==> config.mk <==
export PLATFORM = sky130hd
export DESIGN_NAME = digit_serial_mult_ctrl
export DESIGN_NICKNAME = d
export VERILOG_FILES = /design/src/rtl/digit_serial_mult_ctrl_pkg.sv /design/src/rtl/digit_serial_mult_ctrl_digit_mult_shiftadd.sv /design/src/rtl/digit_serial_mult_ctrl.sv
export SDC_FILE = /design/constraint.sdc
export NUM_CORES = 1
export LEC_CHECK = 0
export CORE_MARGIN = 5
export CORE_UTILIZATION = 38
export DETAILED_ROUTE_END_ITERATION = 7
export DONT_BUFFER_PORTS = 1
export GPL_TIMING_DRIVEN = 0
export HOLD_SLACK_MARGIN = 0.05
export SYNTH_ARGS = -nofsm -noshare
export SYNTH_HDL_FRONTEND = slang
export SYNTH_SLANG_ARGS = --single-unit
==> constraint.sdc <==
create_clock -name clk -period 10.4 [get_ports clk]
set_input_delay 2.08 -clock clk [delete_from_list [all_inputs] [get_ports clk]]
set_output_delay 2.08 -clock clk [all_outputs]
set_load 0.01 [all_outputs]
==> src/rtl/digit_serial_mult_ctrl_pkg.sv <==
// Shared types and constants for the digit-serial multiplier controller.
package digit_serial_mult_ctrl_pkg;

   localparam int DEF_A_W      = 11;
   localparam int DEF_DIGIT_W  = 3;
   localparam int DEF_B_DIGITS = 4;

   typedef enum logic [1:0] {
      IDLE = 2'd0,
      RUN  = 2'd1,
      DONE = 2'd2
   } state_e;

   // Product width needed to hold an exact a*b without truncation.
   function automatic int p_width(input int a_w, input int digit_w, input int b_digits);
      return a_w + digit_w * b_digits;
   endfunction

endpackage

==> src/rtl/digit_serial_mult_ctrl_digit_mult_shiftadd.sv <==
// Combinational A_W x DIGIT_W unsigned multiply: sum of shifted copies of A
// selected by the digit bits.
module digit_mult_shiftadd #(
   parameter int A_W     = 11,
   parameter int DIGIT_W = 3
) (
   input  logic [A_W-1:0]         a_i,
   input  logic [DIGIT_W-1:0]     digit_i,
   output logic [A_W+DIGIT_W-1:0] partial_o
);

   localparam int PART_W = A_W + DIGIT_W;

   // NOTE: the output gets a default before the loop so no path leaves it unassigned (no latch).
   always_comb begin
      partial_o = '0;
      for (int j = 0; j < DIGIT_W; j++) begin
         if (digit_i[j]) begin
            partial_o = partial_o + (PART_W'(a_i) << j);
         end
      end
   end

endmodule

==> src/rtl/digit_serial_mult_ctrl.sv <==
// Digit-serial multiply controller: one DIGIT_W digit of B per cycle, LSB first,
// shifted partial products accumulated into an exact P_W-bit product.
module digit_serial_mult_ctrl
   import digit_serial_mult_ctrl_pkg::*;
#(
   parameter  int A_W      = DEF_A_W,
   parameter  int DIGIT_W  = DEF_DIGIT_W,
   parameter  int B_DIGITS = DEF_B_DIGITS,
   localparam int B_W      = DIGIT_W * B_DIGITS,
   localparam int P_W      = p_width(A_W, DIGIT_W, B_DIGITS)
) (
   input  logic           clk,
   input  logic           rst_n,
   input  logic           in_valid,
   output logic           in_ready,
   input  logic [A_W-1:0] a,
   input  logic [B_W-1:0] b,
   output logic           out_valid,
   input  logic           out_ready,
   output logic [P_W-1:0] product,
   output logic           busy
);

   localparam int                PART_W   = A_W + DIGIT_W;
   localparam int                IDX_W    = (B_DIGITS > 1) ? $clog2(B_DIGITS) : 1;
   localparam logic [IDX_W-1:0]  LAST_IDX = IDX_W'(B_DIGITS - 1);

   state_e             state_q;
   logic [A_W-1:0]     a_q;
   logic [B_W-1:0]     b_q;
   logic [P_W-1:0]     acc_q;
   logic [P_W-1:0]     acc_d;
   logic [IDX_W-1:0]   idx_q;
   logic [P_W-1:0]     product_q;
   logic               in_ready_q;
   logic               out_valid_q;
   logic               busy_q;
   logic [DIGIT_W-1:0] digit;
   logic [PART_W-1:0]  partial;

   assign digit = b_q[idx_q * DIGIT_W +: DIGIT_W];

   digit_mult_shiftadd #(
      .A_W     (A_W),
      .DIGIT_W (DIGIT_W)
   ) u_digit_mult (
      .a_i       (a_q),
      .digit_i   (digit),
      .partial_o (partial)
   );

   // Sums never exceed P_W bits, so this add cannot wrap.
   assign acc_d = acc_q + (P_W'(partial) << (DIGIT_W * int'(idx_q)));

   // NOTE: all state updates use non-blocking assignments so every register samples pre-edge values.
   always_ff @(posedge clk or negedge rst_n) begin
      if (!rst_n) begin
         state_q     <= IDLE;
         a_q         <= '0;
         b_q         <= '0;
         acc_q       <= '0;
         idx_q       <= '0;
         product_q   <= '0;
         in_ready_q  <= 1'b1;
         out_valid_q <= 1'b0;
         busy_q      <= 1'b0;
      end else begin
         case (state_q)
            IDLE: begin
               if (in_valid) begin
                  a_q        <= a;
                  b_q        <= b;
                  acc_q      <= '0;
                  idx_q      <= '0;
                  in_ready_q <= 1'b0;
                  busy_q     <= 1'b1;
                  state_q    <= RUN;
               end
            end
            RUN: begin
               acc_q <= acc_d;
               if (idx_q == LAST_IDX) begin
                  product_q   <= acc_d;
                  out_valid_q <= 1'b1;
                  state_q     <= DONE;
               end else begin
                  idx_q <= idx_q + 1'b1;
               end
            end
            DONE: begin
               // Operands offered during this cycle are not taken; IDLE accepts them next cycle.
               if (out_ready) begin
                  out_valid_q <= 1'b0;
                  busy_q      <= 1'b0;
                  in_ready_q  <= 1'b1;
                  state_q     <= IDLE;
               end
            end
            default: begin
               out_valid_q <= 1'b0;
               busy_q      <= 1'b0;
               in_ready_q  <= 1'b1;
               state_q     <= IDLE;
            end
         endcase
      end
   end

   assign in_ready  = in_ready_q;
   assign out_valid = out_valid_q;
   assign product   = product_q;
   assign busy      = busy_q;

endmodule

Word level (Yosys, flattened, before mapping). Cells that the tools add are included.

Register bits after elaboration: 76. Input bits: 27. Output and inout port bits: 26.

Add/subtract/negate cells: 4. $mul: 2. Eq/ne operators: 7. Shift operators: 2. Multiplexer cells: 20. Bitwise gates (word level): 2. Reduce and logical (&&, ||, !) cells: 9.

Operators by type and width (number): $pmux 23 s2 (1); $mux 14 (2); $add 23x23->23 (1); $mux 23 (1); $shl 14x4->23 (1); $add 14x12->14 (1); $add 14x13->14 (1); $reduce_and 3->1 (4); $shiftx 12x5->3 (1); $mux 11 (1); $mux 2 (5); $pmux 1 s3 (3); $ne 2x2->1 const B (4); $pmux 2 s3 (1); $reduce_and 2->1 (3); $mux 1 (5); $eq 2x2->1 const B (2); $mul 2x2->4 const A (1); $mul 2x2->4 const B (1); $pmux 2 s2 (1); $add 2x1->2 const B (1); $eq 2x1->1 const B (1); $logic_not 2->1 (1); $not 1->1 (2); $reduce_bool 2->1 (1).

Longest topological paths before layout. Gate-level depths: netlist of the first run.

Word-level depth: 10. Depth in mapped cells: 36. Depth with buffers taken out: 33.

Cells and area by module. A second synthesis of the first run with hierarchy kept.

Cells, all modules: 805. Area, all modules: 6399.9 sq um.

Modules (own cells, without submodules): digit_serial_mult_ctrl (times used 1, cells an instance 602, area each 4992.3 sq um, sequential area each 1903.1 sq um); digit_mult_shiftadd (times used 1, cells an instance 203, area each 1407.6 sq um, sequential area each 0.0 sq um).

Worst setup path before layout of the first run. No wires, ideal clock.

Kind: register -> register. Start point: register idx_q[1]. End point: register acc_q[22]. Arrival time: 7091 ps. Slack: 3229 ps. Cell stages (with the launch flop): 36. Path buffers: 3. Period minus slack after synthesis: 7171 ps. Cell sequence: dfrtp_1 > buf_2 > mux4_2 > buf_6 > buf_6 > and2_1 > ha_1 > inv_1 > fa_1 > nand2b_1 > a31oi_2 > a21oi_4 > mux2_1 > xnor2_1 > inv_1 > ha_1 > o2111ai_1 > and4b_1 > o41ai_1 > mux2i_1 > or2_2 > mux2i_1 > mux2_2 > mux2i_1 > mux2_2 > ha_1 > o21a_1 > nor2_1 > o21ai_0 > nand2_1 > a31oi_1 > o211ai_1 > o21a_1 > or3_1 > nand3_1 > mux2i_1.

Word-level cells in the longest chain between the ends: 10. Elaborated cells on any way between the ends: 11. Those cells by class: add/sub: 3; mul: 2; shift: 2; mux: 4.

Ends and longest elaborated chain: start: declaration (line digit_serial_mult_ctrl.sv:33) `logic [IDX_W-1:0] idx_q;`; start signal: assignment (line digit_serial_mult_ctrl.sv:87) `idx_q <= idx_q + 1'b1;`; $mul 2x2->4 (line digit_serial_mult_ctrl.sv:41, digit_serial_mult_ctrl.sv:53); $shiftx 12x5->3 (line digit_serial_mult_ctrl.sv:41) `assign digit = b_q[idx_q * DIGIT_W +: DIGIT_W];`; $mux 11 (line digit_serial_mult_ctrl_digit_mult_shiftadd.sv:18) `if (digit_i[j]) begin`; $add 14x12->14 (line digit_serial_mult_ctrl_digit_mult_shiftadd.sv:19) `partial_o = partial_o + (PART_W'(a_i) << j);`; $mux 14 (line digit_serial_mult_ctrl_digit_mult_shiftadd.sv:18); $add 14x13->14 (line digit_serial_mult_ctrl_digit_mult_shiftadd.sv:19); $mux 14 (line digit_serial_mult_ctrl_digit_mult_shiftadd.sv:18); $shl 14x4->23 (*) (line digit_serial_mult_ctrl.sv:53) `assign acc_d = acc_q + (P_W'(partial) << (DIGIT_W * int'(idx_q)));`; $add 23x23->23 (*) (line digit_serial_mult_ctrl.sv:53); $pmux 23 s2 (*) (line digit_serial_mult_ctrl.sv:68) `case (state_q)`; end signal: assignment (line digit_serial_mult_ctrl.sv:61) `acc_q <= '0;`; end signal: assignment (line digit_serial_mult_ctrl.sv:73) `acc_q <= '0;`; end signal: assignment (line digit_serial_mult_ctrl.sv:81) `acc_q <= acc_d;`; end: declaration (line digit_serial_mult_ctrl.sv:31) `logic [P_W-1:0] acc_q;`.

Every way passes the cells marked *; elsewhere a longest branch is shown, timed or not. A chain may end at the register's enable or synchronous reset.

Worst setup path in the final report of the first run. Ends and elaborated chain as after synthesis.

==> results.cfg, run 1 <==
[clocking]
clk_pin_slew_ns = 0.06
post_cts_buffers = 0
cts_max_level = 3
tritoncts = yes
ctsResizeCount = 0
cts.sinks = 76
cts-root-buf = clkbuf_16
hold_buffers = 0
insertion_delay_ns = 0.34
clk_path_buf_depth = 2
cts_made_buffers = 9

[floorplanning]
die_h_um = 138.3
start_util = 0.3826
io_pins = 53
core_region_area_um2 = 16350
die_area_um2 = 19130
fp.dieW_um = 138.3
num_rows = 47

[placed_design]
io_buffers = 0
dp_hpwl_um = 12490
place_congestion = 0.9070
dp_cells = 943

[grt]
antenna_found_initial = 0
grt_overflow = 0
track_usage = 0.1712
grt_max_degree = 77
grt_pass1_vias = 5196
grt_pass1_wl_um = 27100

[cells_and_area]
area.growth.synth_to_final_pct = 9.042
seq_area_um2 = 1903
final_nets = 808
fin_cells = 960
drive_gt1_frac = 0.1083
multiInputGateArea_um2 = 4090
fillers = 1715

[sta]
min_period_ns = 8.550
setup_viol = 0
fmax_mhz = 117.0
clock_skew_ns = 0.01017
slew_headroom = 0.4614
grt_setup_unrepaired = false
hold_ws_ns = 0.4791
tns_ns = 0
finalMaxSlewViolations = 0
tightest_slew_ns = 0.8079
fin_crit_sh = 0.8222
hold_viol = 0

[routing]
finalWirelength_um = 16340
ant_nets = 0
via_count = 5358
vias_per_cell = 5.581
drtPass1Iterations = 4
drt_iter0_drc = 406
drc = 0
routedWlPerCell_um = 17.02

[critical_path]
critPathMostFrequentCell = mux2i_1
crit_family = compound AO/OA/AOI/OAI gates
crit_fanout = 10
path_class = reg -> reg
cpMaxStageDelayCell = o41ai_1
crit_required_ns = 10.67
path_buf_inv = 5
slowest_delay_ns = 0.55
critPathCaptureType = flip-flop
cp-start-kind = flip-flop
arrival_ns = 8.82

[synthesis]
synth-seq-area-share = 0.3043
synth_area_um2 = 6255
avgSynthCellArea_um2 = 8.651
synth_area_leaders = dfrtp_1 (30%), ha_1 (8.8%), mux2_2 (6.3%)
async_flop_share = 1.000
synthCells = 723
ys.flop_type = dfrtp_1
yosysTopAreaCellShare = 0.3001
synth_edf_count = 0
syn_nets = 797
synth_cell_types = 76
synth-seq-cells = 76
yosys_warnings = 0
yosys.area.top_type = dfrtp_1

[status]
status = finished, final reports clean

[min_path]
hold_class = reg -> reg

[flow_run]
cap_violations = 0
==> cell families (layout without fill, tap and decap cells) <==
group	count (synthesis)	count (layout)	synth area share
other	0	1	0
AO/OA/AOI/OAI	226	226	0.2311
adder cells (fa/ha/maj)	47	47	0.09762
buffers and inverters	62	78	0.04181
XOR/XNOR	33	33	0.04841
multiplexers	67	67	0.1230
AND/OR/NAND/NOR	212	212	0.1538
flip-flops	76	76	0.3043
==> cells in the final DEF (no fill, tap or decap), drive strengths merged, types with 13 or more instances in the layout <==
cell type  instances
mux2              36
clkbuf            37
ha                44
nor2              41
inv               22
dfrtp             75
a21oi             51
nand2            103
o22ai             26
a21o              15
mux2i             27
o21ai             68
xnor2             13
xor2              19
==> path summary, 6_finish.rpt <==
path                            startpoint    endpoint  slack (ns)  cells after the start
worst max-delay path              idx_q[1]   acc_q[22]        1.85                     34
worst min-delay path             acc_q[22]   acc_q[22]        0.48                      1
worst max register to register    idx_q[1]   acc_q[22]        1.85                     34
worst min register to register   acc_q[22]   acc_q[22]        0.48                      1
max in group asynchronous            rst_n    in_ready        8.79                      0
min in group asynchronous            rst_n  product[7]        1.42                      0
==> layout make-up <==
type	instances	area share
Clock buffer	10	0.03504
Inverter	25	0.01376
Sequential cell	76	0.2790
Clock inverter	6	0.007155
Multi-Input combinational cell	585	0.5997
Antenna cell	1	0.0003669
Tap cell	220	0.04036
Buffer	37	0.02458
==> cell usage after synthesis, types with 3 or more instances <==
cell type / count
a211o_1: 3
o21bai_1: 3
xnor2_1: 13
nand2_1: 102
nor2b_1: 6
a21oi_1: 50
nand3b_1: 3
and2_1: 7
xor2_1: 19
o31ai_1: 4
mux2i_1: 26
nor2_1: 40
fa_1: 3
and3_1: 3
o22ai_1: 26
mux4_2: 4
or2_2: 3
mux2_2: 35
o21ai_0: 64
nor3_1: 11
clkbuf_1: 27
a21o_1: 15
clkinv_1: 4
a211oi_1: 5
ha_1: 44
a311o_1: 3
nand2b_1: 9
a31oi_1: 6
o21a_1: 8
inv_1: 21
o21ai_1: 4
or3_1: 6
buf_2: 5
nand3_1: 11
o211ai_1: 7
dfrtp_1: 75
==> through the flow <==
stage / util / area (um^2) / worst slack [ns]
final: 0.4172 / 6820 / 1.850
after global routing: 0.4170 / 6818 / 1.256
after CTS: 0.4170 / 6818 / 1.932
after floorplan: - / 6255 / 3.229
after detailed placement: 0.3994 / 6530 / 1.989
after global placement: 0.3994 / 6530 / 1.957
==> flip-flops by register name, summed over array words and instances (netlist names) <==
name / cells
idx_q: 2
product: 23
b_q: 12
in_ready: 1
out_valid: 1
busy: 1
state_q: 2
acc_q: 23
a_q: 11
==> per-layer routing <==
metal | vias up | share of wire | global-route usage
met1 | 2579 | 0.48 | 0.2356
met4 | 0 | 0.011 | 0.04056
met5 | - | 0 | 0
li1 | 2660 | - | -
met3 | 13 | 0.056 | 0.04351
met2 | 106 | 0.46 | 0.2716
Power of run 1 is not shown: default switching activity piles up to over one toggle a cycle in this logic, so the estimate is an artifact.
==> run 2, diff against run 1 <==
==> constraint.sdc (replaced) <==
create_clock -name clk -period 8.3 [get_ports clk]
set_input_delay 1.66 -clock clk [delete_from_list [all_inputs] [get_ports clk]]
set_output_delay 1.66 -clock clk [all_outputs]
set_load 0.01 [all_outputs]
==> results.cfg, run 2 (same netlist as run 1, synthesis figures left out) <==
[clocking]
clk_path_buf_depth = 2
cts.sinks = 76
clk_pin_slew_ns = 0.06
cts_max_level = 3
tritoncts = yes
insertion_delay_ns = 0.34
cts_made_buffers = 9
cts-root-buf = clkbuf_16

[floorplanning]
die_area_um2 = 19130
start_util = 0.3826
fp.dieW_um = 138.3
core_region_area_um2 = 16350
io_pins = 53
num_rows = 47
die_h_um = 138.3

[grt]
grt_max_degree = 77
antenna_found_initial = 0
grt_pass1_vias = 5220
grt_pass1_wl_um = 27170
grt_overflow = 0
track_usage = 0.1715

[routing]
vias_per_cell = 5.581
via_count = 5402
routedWlPerCell_um = 17.07
finalWirelength_um = 16530
ant_nets = 0
drt_iter0_drc = 348
drc = 0
drtPass1Iterations = 5

[cells_and_area]
drive_gt1_frac = 0.1352
area.growth.synth_to_final_pct = 11.52
seq_area_um2 = 1903
final_nets = 816
final_common_cell = nand2_1
multiInputGateArea_um2 = 4183
mostFrequentLayoutCells = nand2_1 (102), dfrtp_1 (75), o21ai_0 (61)
fillers = 1694

[min_path]
hold_class = reg -> reg
holdPathStages = 1

[flow_run]
cap_violations = 0

[sta]
setup_viol = 0
clock_skew_ns = 0.01019
tightest_slew_ns = 0.8161
tns_ns = 0
finalMaxSlewViolations = 0
hold_viol = 0
grt_setup_unrepaired = false
fmax_mhz = 127.5
min_period_ns = 7.845
slew_headroom = 0.4559
fin_crit_sh = 0.9452

[critical_path]
rr_worst_depth = 35
path_class = reg -> reg
critPathCaptureType = flip-flop
arrival_ns = 8.11
critPathCapture = acc_q[22]
crit_required_ns = 8.57
reg2reg_slack_ns = 0.45
crit_fanout = 10
cp-start-kind = flip-flop
r2r_end = acc_q[22]
cpMaxStageDelayCell = dfrtp_1
timing.rr.start = idx_q[1]
slowest_delay_ns = 0.41
startpoint = idx_q[1]

[placed_design]
place_congestion = 0.9070
dp_hpwl_um = 12490
io_buffers = 0

[status]
status = finished, final reports clean
## run 2: worst max-delay path: cells and delay by family (launching register included)
family                   cells  cell delay (ns)
XOR/XNOR                     2             0.41
multiplexers                 5             1.34
AND/OR/NAND/NOR              8             1.27
AO/OA/AOI/OAI               11             2.42
adder cells (fa/ha/maj)      4             1.15
flip-flops                   1             0.41
buffers and inverters        5             0.73
## run 2: cell type report
type                    count  area share
clock inverters             6    0.006996
well taps                 220     0.03946
clock buffers              10     0.03426
flip-flops and latches     76      0.2728
repair buffers              8    0.008610
diodes                      1   0.0003587
inverters                  25     0.01345
multi-input cells         585      0.5996
plain buffers              37     0.02439
## run 2: layer usage
| metal | global-route usage | share of wire | up-vias |
|---|---|---|---|
| met4 | 0.04056 | 0.011 | 0 |
| li1 | - | - | 2678 |
| met3 | 0.04351 | 0.056 | 13 |
| met5 | 0 | 0 | - |
| met1 | 0.2355 | 0.48 | 2599 |
| met2 | 0.2731 | 0.46 | 112 |
## run 2: per-stage QoR
stage / instances / worst slack, ns / util / cell area [um^2] / hold WS [ns]
floorplan: 723 / 1.129 / - / 6255 / 0.4405
finish: 968 / 0.4550 / 0.4267 / 6975 / 0.4790
CTS: 959 / 0.04935 / 0.4180 / 6833 / 0.4845
global placement: 943 / -0.1430 / 0.3994 / 6530 / 0.4730
global route: 967 / 0.02518 / 0.4265 / 6973 / 0.5171
detailed placement: 943 / -0.1112 / 0.3994 / 6530 / 0.4760
## run 2: worst min path at each step
stage	slack [ns]	endpoint	start
floorplan	0.44	acc_q[22]	acc_q[22]
global placement	0.47	acc_q[22]	acc_q[22]
detailed placement	0.48	acc_q[22]	acc_q[22]
finish	0.48	acc_q[22]	acc_q[22]
CTS	0.48	acc_q[22]	acc_q[22]
global route	0.52	b_q[5]	b_q[5]
## run 2: repair_timing
item / CTS / global route
setup endpoints to repair: 2 / 12
resized for setup: 2 / 18
pin swaps: 0 / 6
hold buffers: 0 / 0
buffers inserted: 0 / 8
Power of run 2 is left out for the same reason.
==> run 3, diff against run 2 <==
==> constraint.sdc (replaced) <==
create_clock -name clk -period 8.3 [get_ports clk]
set_input_delay 0.83 -clock clk [delete_from_list [all_inputs] [get_ports clk]]
set_output_delay 0.83 -clock clk [all_outputs]
set_load 0.01 [all_outputs]
==> results of run 3 <==
Same layout as run 2 (identical final DEF). Status: finished, final reports clean.
Among the figures that moved: clock-pin slew on the worst setup and hold paths 0.06 ns -> 0.07 ns; hold slack 0.4790 ns -> 0.1743 ns
Power of run 3 is left out for the same reason.
